File: src/rtl/pc_gen_pkg.sv
// Shared constants, state encoding and types for the fetch-address generator.
package pc_gen_pkg;

    localparam int unsigned PC_XLEN       = 64;
    localparam logic [63:0] PC_RESET_ADDR = 64'h0000_0000_8000_0000;

    localparam logic STATE_BOOT_ENC = 1'b0;
    localparam logic STATE_RUN_ENC  = 1'b1;

    typedef enum logic {
        BOOT = STATE_BOOT_ENC,
        RUN  = STATE_RUN_ENC
    } pc_state_e;

endpackage

File: src/rtl/pc_redir_arb.sv
// Fixed-priority redirect arbiter: flush beats every source, lower index beats higher.
module pc_redir_arb
    import pc_gen_pkg::*;
#(
    parameter int unsigned     XLEN       = PC_XLEN,
    parameter int unsigned     NUM_REDIR  = 2,
    parameter int unsigned     INST_BYTES = 4,
    parameter logic [XLEN-1:0] RESET_ADDR = XLEN'(PC_RESET_ADDR)
)(
    input  logic                      flush,
    input  logic [NUM_REDIR-1:0]      redir_valid,
    input  logic [NUM_REDIR*XLEN-1:0] redir_pc,
    output logic                      redir_event,
    output logic [XLEN-1:0]           redir_target
);

    localparam logic [XLEN-1:0] ALIGN_MASK = ~XLEN'(INST_BYTES - 1);

    logic [XLEN-1:0] src_pc;
    logic            found;

    always_comb begin
        src_pc = '0;
        found  = 1'b0;
        for (int unsigned k = 0; k < NUM_REDIR; k++) begin
            if (redir_valid[k] && !found) begin
                src_pc = redir_pc[k*XLEN +: XLEN];
                found  = 1'b1;
            end
        end
        redir_event  = flush | (|redir_valid);
        redir_target = flush ? RESET_ADDR : (src_pc & ALIGN_MASK);
    end

endmodule

File: src/rtl/pc_gen.sv
// Fetch-address generator: issues epoch-tagged fetch requests over valid/ready,
// parks redirects that arrive while a request is held, and caps in-flight fetches.
//
// state | meaning
// BOOT  | first cycle after reset; no request may be raised
// RUN   | normal issue
module pc_gen
    import pc_gen_pkg::*;
#(
    parameter int unsigned     XLEN            = PC_XLEN,
    parameter logic [XLEN-1:0] RESET_ADDR      = XLEN'(PC_RESET_ADDR),
    parameter int unsigned     NUM_REDIR       = 2,
    parameter int unsigned     INST_BYTES      = 4,
    parameter int unsigned     EPOCH_W         = 2,
    parameter int unsigned     MAX_OUTSTANDING = 2,
    localparam int unsigned    CNT_W           = $clog2(MAX_OUTSTANDING + 1)
)(
    input  logic                      clk,
    input  logic                      rst_n,
    input  logic                      stall_i,
    input  logic                      flush_i,
    input  logic [NUM_REDIR-1:0]      redir_valid_i,
    input  logic [NUM_REDIR*XLEN-1:0] redir_pc_i,
    output logic                      req_valid_o,
    input  logic                      req_ready_i,
    output logic [XLEN-1:0]           req_pc_o,
    output logic [EPOCH_W-1:0]        req_epoch_o,
    input  logic                      resp_valid_i,
    output logic [EPOCH_W-1:0]        epoch_o,
    output logic [CNT_W-1:0]          inflight_o
);

    pc_state_e        state_q, state_d;
    logic [XLEN-1:0]  pc_q, pc_d;
    logic             req_valid_q, req_valid_d;
    logic [EPOCH_W-1:0] req_epoch_q, req_epoch_d;
    logic [EPOCH_W-1:0] epoch_q, epoch_d;
    logic [CNT_W-1:0] cnt_q, cnt_d;
    logic             pend_valid_q, pend_valid_d;
    logic [XLEN-1:0]  pend_pc_q, pend_pc_d;

    logic             redir_event;
    logic [XLEN-1:0]  redir_target;
    logic             hold;
    logic             fire;
    logic             resp_dec;
    logic             load;

    pc_redir_arb #(
        .XLEN       (XLEN),
        .NUM_REDIR  (NUM_REDIR),
        .INST_BYTES (INST_BYTES),
        .RESET_ADDR (RESET_ADDR)
    ) u_arb (
        .flush        (flush_i),
        .redir_valid  (redir_valid_i),
        .redir_pc     (redir_pc_i),
        .redir_event  (redir_event),
        .redir_target (redir_target)
    );

    always_comb begin
        hold     = req_valid_q & ~req_ready_i;
        fire     = req_valid_q & req_ready_i;
        state_d  = RUN;
        epoch_d  = epoch_q + EPOCH_W'(redir_event);

        pc_d         = pc_q;
        pend_valid_d = pend_valid_q;
        pend_pc_d    = pend_pc_q;

        // pc_q doubles as the address of the outstanding request, so it may only
        // move when nothing is being held on the interface.
        if (redir_event) begin
            if (hold) begin
                pend_valid_d = 1'b1;
                pend_pc_d    = redir_target;
            end else begin
                pc_d         = redir_target;
                pend_valid_d = 1'b0;
            end
        end else if (pend_valid_q && !hold) begin
            pc_d         = pend_pc_q;
            pend_valid_d = 1'b0;
        end else if (fire) begin
            pc_d = pc_q + XLEN'(INST_BYTES);
        end

        resp_dec = resp_valid_i & (cnt_q != '0);
        cnt_d    = cnt_q + CNT_W'(fire) - CNT_W'(resp_dec);

        req_valid_d = hold
                    | ((state_q == RUN) & ~stall_i & ~pend_valid_d
                       & (cnt_d < CNT_W'(MAX_OUTSTANDING)));

        load        = req_valid_d & ~hold;
        req_epoch_d = load ? epoch_d : req_epoch_q;
    end

    always_ff @(posedge clk or negedge rst_n) begin
        if (!rst_n) begin
            state_q      <= BOOT;
            pc_q         <= RESET_ADDR;
            req_valid_q  <= 1'b0;
            req_epoch_q  <= '0;
            epoch_q      <= '0;
            cnt_q        <= '0;
            pend_valid_q <= 1'b0;
            pend_pc_q    <= RESET_ADDR;
        end else begin
            state_q      <= state_d;
            pc_q         <= pc_d;
            req_valid_q  <= req_valid_d;
            req_epoch_q  <= req_epoch_d;
            epoch_q      <= epoch_d;
            cnt_q        <= cnt_d;
            pend_valid_q <= pend_valid_d;
            pend_pc_q    <= pend_pc_d;
        end
    end

    assign req_valid_o = req_valid_q;
    assign req_pc_o    = pc_q;
    assign req_epoch_o = req_epoch_q;
    assign epoch_o     = epoch_q;
    assign inflight_o  = cnt_q;

endmodule

File: config.mk
export PLATFORM = sky130hd
export DESIGN_NAME = pc_gen
export DESIGN_NICKNAME = d
export VERILOG_FILES = /design/src/rtl/pc_gen_pkg.sv /design/src/rtl/pc_redir_arb.sv /design/src/rtl/pc_gen.sv
export SDC_FILE = /design/constraint.sdc
export NUM_CORES = 1
export LEC_CHECK = 0
export ABC_AREA = 1
export CAP_MARGIN = 5
export CORE_UTILIZATION = 47
export DETAILED_ROUTE_END_ITERATION = 10
export PLACE_DENSITY_LB_ADDON = 0.1
export SLEW_MARGIN = 20
export SYNTH_ARGS = -nofsm -noshare
export SYNTH_HDL_FRONTEND = slang
export SYNTH_SLANG_ARGS = --single-unit
File: constraint.sdc
create_clock -name clk -period 2 [get_ports clk]
set_clock_uncertainty 0.2 [all_clocks]
set_input_delay 0.4 -clock clk [delete_from_list [all_inputs] [get_ports clk]]
set_output_delay 0.4 -clock clk [all_outputs]
set_load 0.1 [all_outputs]
==> metrics.txt <==
overall via count from detail_route=10,900; type of destination of the critical path=register; run status=finished, violations left; overall die width=143 um; average size of a mapped cell=6.48 um2; Yosys top cell by area=dfrtp_1; proportion of layout cells with a drive suffix above 1=26.0%; first-pass GRT wire length=52,400 um; DRC violations left=0; clock tree root driver cell=clkbuf_16; Layout area overhead=57.5%; global placer's final weighted congestion=0.918; Skew-Pair Late Insertion Delay=0.44 ns; n_diodes=0; number of antenna violations at the first check in global routing=0; hold violation total from the final report=0; area of the multi-input gates=5610 um2; Final Slew Violations=0; Wirelength per Cell=17.0 um; pre-CTS worst setup slack=-0.305 ns; violations in the final reports=setup timing; vias in the first global route=10,100; data arrival time at the worst-slack endpoint=2.23 ns; min-delay worst type=in -> async; overall die height=143 um; global-route congestion overflow total=0; core area=19,500 um2; Clock H-tree levels=4; area of all sequential standard cells=3500 um2; Iteration-0 DRC Markers=875; Min Clock Period, post-route=2.08 ns; WS Path Type=reg -> reg; setup ws final=-0.0809 ns; remaining number of nets flagged by the antenna check after routing=0; kind of start point of the critical path=register; static leakage=7.18 nW; combined global-route utilization of all metal layers=34.0%; effective utilization at floorplan=48.1%; Yosys top cell area share=35.0%; largest net degree at the start of global routing=60; TritonCTS clock tree=done; max frequency=481 MHz; share of the cycle needed by the critical path after routing=104%; total CTS buffers=17; synth cell count leaders=nand2_1, nor2_1, inv_1; I/O pins=207; DRT Pass-1 Iters=5; Port Buffers=200; number of standard-cell rows in the floorplan=51; maximum clock insertion buffer count=2; highest fanout seen on the critical path=4; Cell Count, Final, Fillers Out=2,039; Filler Cell Count=1,470; setup repair after global routing missed its margin=yes; Post-synth EDFFs=0; number of placed instances with taps included=1,981; via density per instance=5.33; max-cap check violation count=0; total negative slack=-0.255 ns; Cells after Synth=1,444; required time of the critical path=2.15 ns; area enclosed by the die boundary=20,500 um2; Clk pin slew, worst setup/hold paths=0.07 ns; number of clock sinks seen by CTS=133; sequential element share of the synthesized area=35.6%; Synth Flop Type=dfrtp_1; Max VDD drop=1530 uV; distinct cell type count of the synthesized netlist=39; Synthesis Warnings=0; power density of the placed cells=1410 nW/um2; dominant cell by count in the synthesized netlist=nand2_1; post-synthesis cell area=9360 um2; final count of negative-setup-slack endpoints=10; HPWL Detailed=25,600 um; fraction of registers with async set/reset=100%; Synth area leaders=dfrtp_1, nand2_1, a22o_1, nor2_1, inv_1; Post-Route WL=34,700 um; Layout Nets=1,901; number of flip-flops and latches in the synthesized netlist=133
[final timing paths]
check                                                from                        end  slack (ns)  cells after the start
worst max-delay path              req_pc_o[2]$_DFFE_PN0P_   req_pc_o[40]$_DFFE_PN0P_       -0.08                     12
worst min-delay path                                rst_n  pend_pc_q[10]$_DFFE_PN0P_        0.18                      2
worst max register to register    req_pc_o[2]$_DFFE_PN0P_   req_pc_o[40]$_DFFE_PN0P_       -0.08                     12
worst min register to register  pend_pc_q[31]$_DFFE_PN1P_  pend_pc_q[31]$_DFFE_PN1P_        0.27                      2
max in group asynchronous                           rst_n  pend_pc_q[31]$_DFFE_PN1P_        0.76                      3
min in group clk                pend_pc_q[31]$_DFFE_PN1P_  pend_pc_q[31]$_DFFE_PN1P_        0.27                      2
[kinds of logic (layout without fill, tap and decap cells)]
| group | count (synthesis) | after routing | share of synthesized area, % |
|---|---|---|---|
| and+or+nand+nor | 858 | 858 | 38.0 |
| buffers and inverters | 213 | 542 | 9.14 |
| AOI/OAI and AO/OA | 212 | 212 | 14.6 |
| DFF | 133 | 133 | 35.6 |
| xor gates and xnor gates | 22 | 22 | 2.06 |
| adders and majority gates | 4 | 4 | 0.535 |
| other | 2 | 3 | 0.0802 |
[cells in the final DEF (no fill, tap or decap), types with 3 or more instances in the layout]
master / instances
a21oi_1: 17
a21oi_2: 5
a22o_1: 61
a31oi_1: 13
buf_12: 87
buf_4: 139
buf_6: 8
clkbuf_16: 17
clkdlybuf4s50_1: 129
clkinv_4: 3
clkinvlp_4: 4
conb_1: 3
dfrtp_1: 70
dfrtp_2: 26
dfrtp_4: 35
inv_1: 134
inv_2: 9
inv_6: 5
nand2_1: 571
nand2_2: 26
nand2_4: 14
nand3_1: 60
nand3_2: 6
nand3_4: 3
nand3b_1: 4
nand4_1: 11
nor2_1: 98
nor2_2: 30
nor2_4: 25
o211ai_1: 9
o21ai_0: 82
o21ai_1: 14
o21bai_1: 8
xnor2_1: 11
xor2_1: 9
[metrics by stage]
step                hold WS [ns]  util [%]  cell area (um2)  power, mW
floorplan                -0.0956         -             9600       12.0
global route               0.194      75.7            14700       21.8
finish                     0.178      75.7            14700       20.8
CTS                        0.199      73.1            14200       20.4
detailed placement        0.0822      69.7            13600       17.3
global placement          0.0809      69.7            13600       17.0
[routing by layer]
layer / routed length, um / GRT usage (%) / share of wire (%) / vias up
met1: 14700 / 46.0 / 42 / 5066
met5: 0 / 0 / 0 / -
met2: 16200 / 53.7 / 47 / 536
met3: 2910 / 7.38 / 8.4 / 75
li1: - / - / - / 5191
met4: 852 / 11.1 / 2.5 / 0
[power by group]
part	switching [mW]	total (mW)	internal [mW]
Sequential	1.30	5.38	4.07
Clock	1.35	3.09	1.74
Combinational	7.71	12.4	4.65
[final cells by class]
type	instances	share of cell area [%]
Clock buffer	18	2.91
Clock inverter	14	0.959
Inverter	145	3.73
Multi-Input combinational cell	1099	38.0
Sequential cell	133	23.7
Tap cell	265	2.25
Timing Repair Buffer	365	28.4
[critical path, cell delays in order (launching register included)]
cell	delay (ns)
dfrtp_4	0.43
ha_4	0.15
nand2_4	0.06
nor2_8	0.16
buf_4	0.14
nand2_2	0.07
nor2_4	0.15
nand2_2	0.13
o21bai_1	0.17
nand2_2	0.08
nand2_1	0.06
nand2_1	0.06
a21oi_2	0.12
[timing repair]
action,CTS,global route
resized for setup,13,97
pin swaps,5,39
hold buffers,1,0
buffers inserted,4,21
gates cloned,0,0
endpoints found under the setup margin,19,47
hold endpoints to repair,130,0
[registers in the layout, indices dropped and copies added (netlist names)]
register,count
epoch_o,2
inflight_o,2
pend_pc_q,62
pend_valid_q,1
req_epoch_o,2
req_pc_o,62
req_valid_o,1
state_q,1
(Power assumes the default switching activity.)
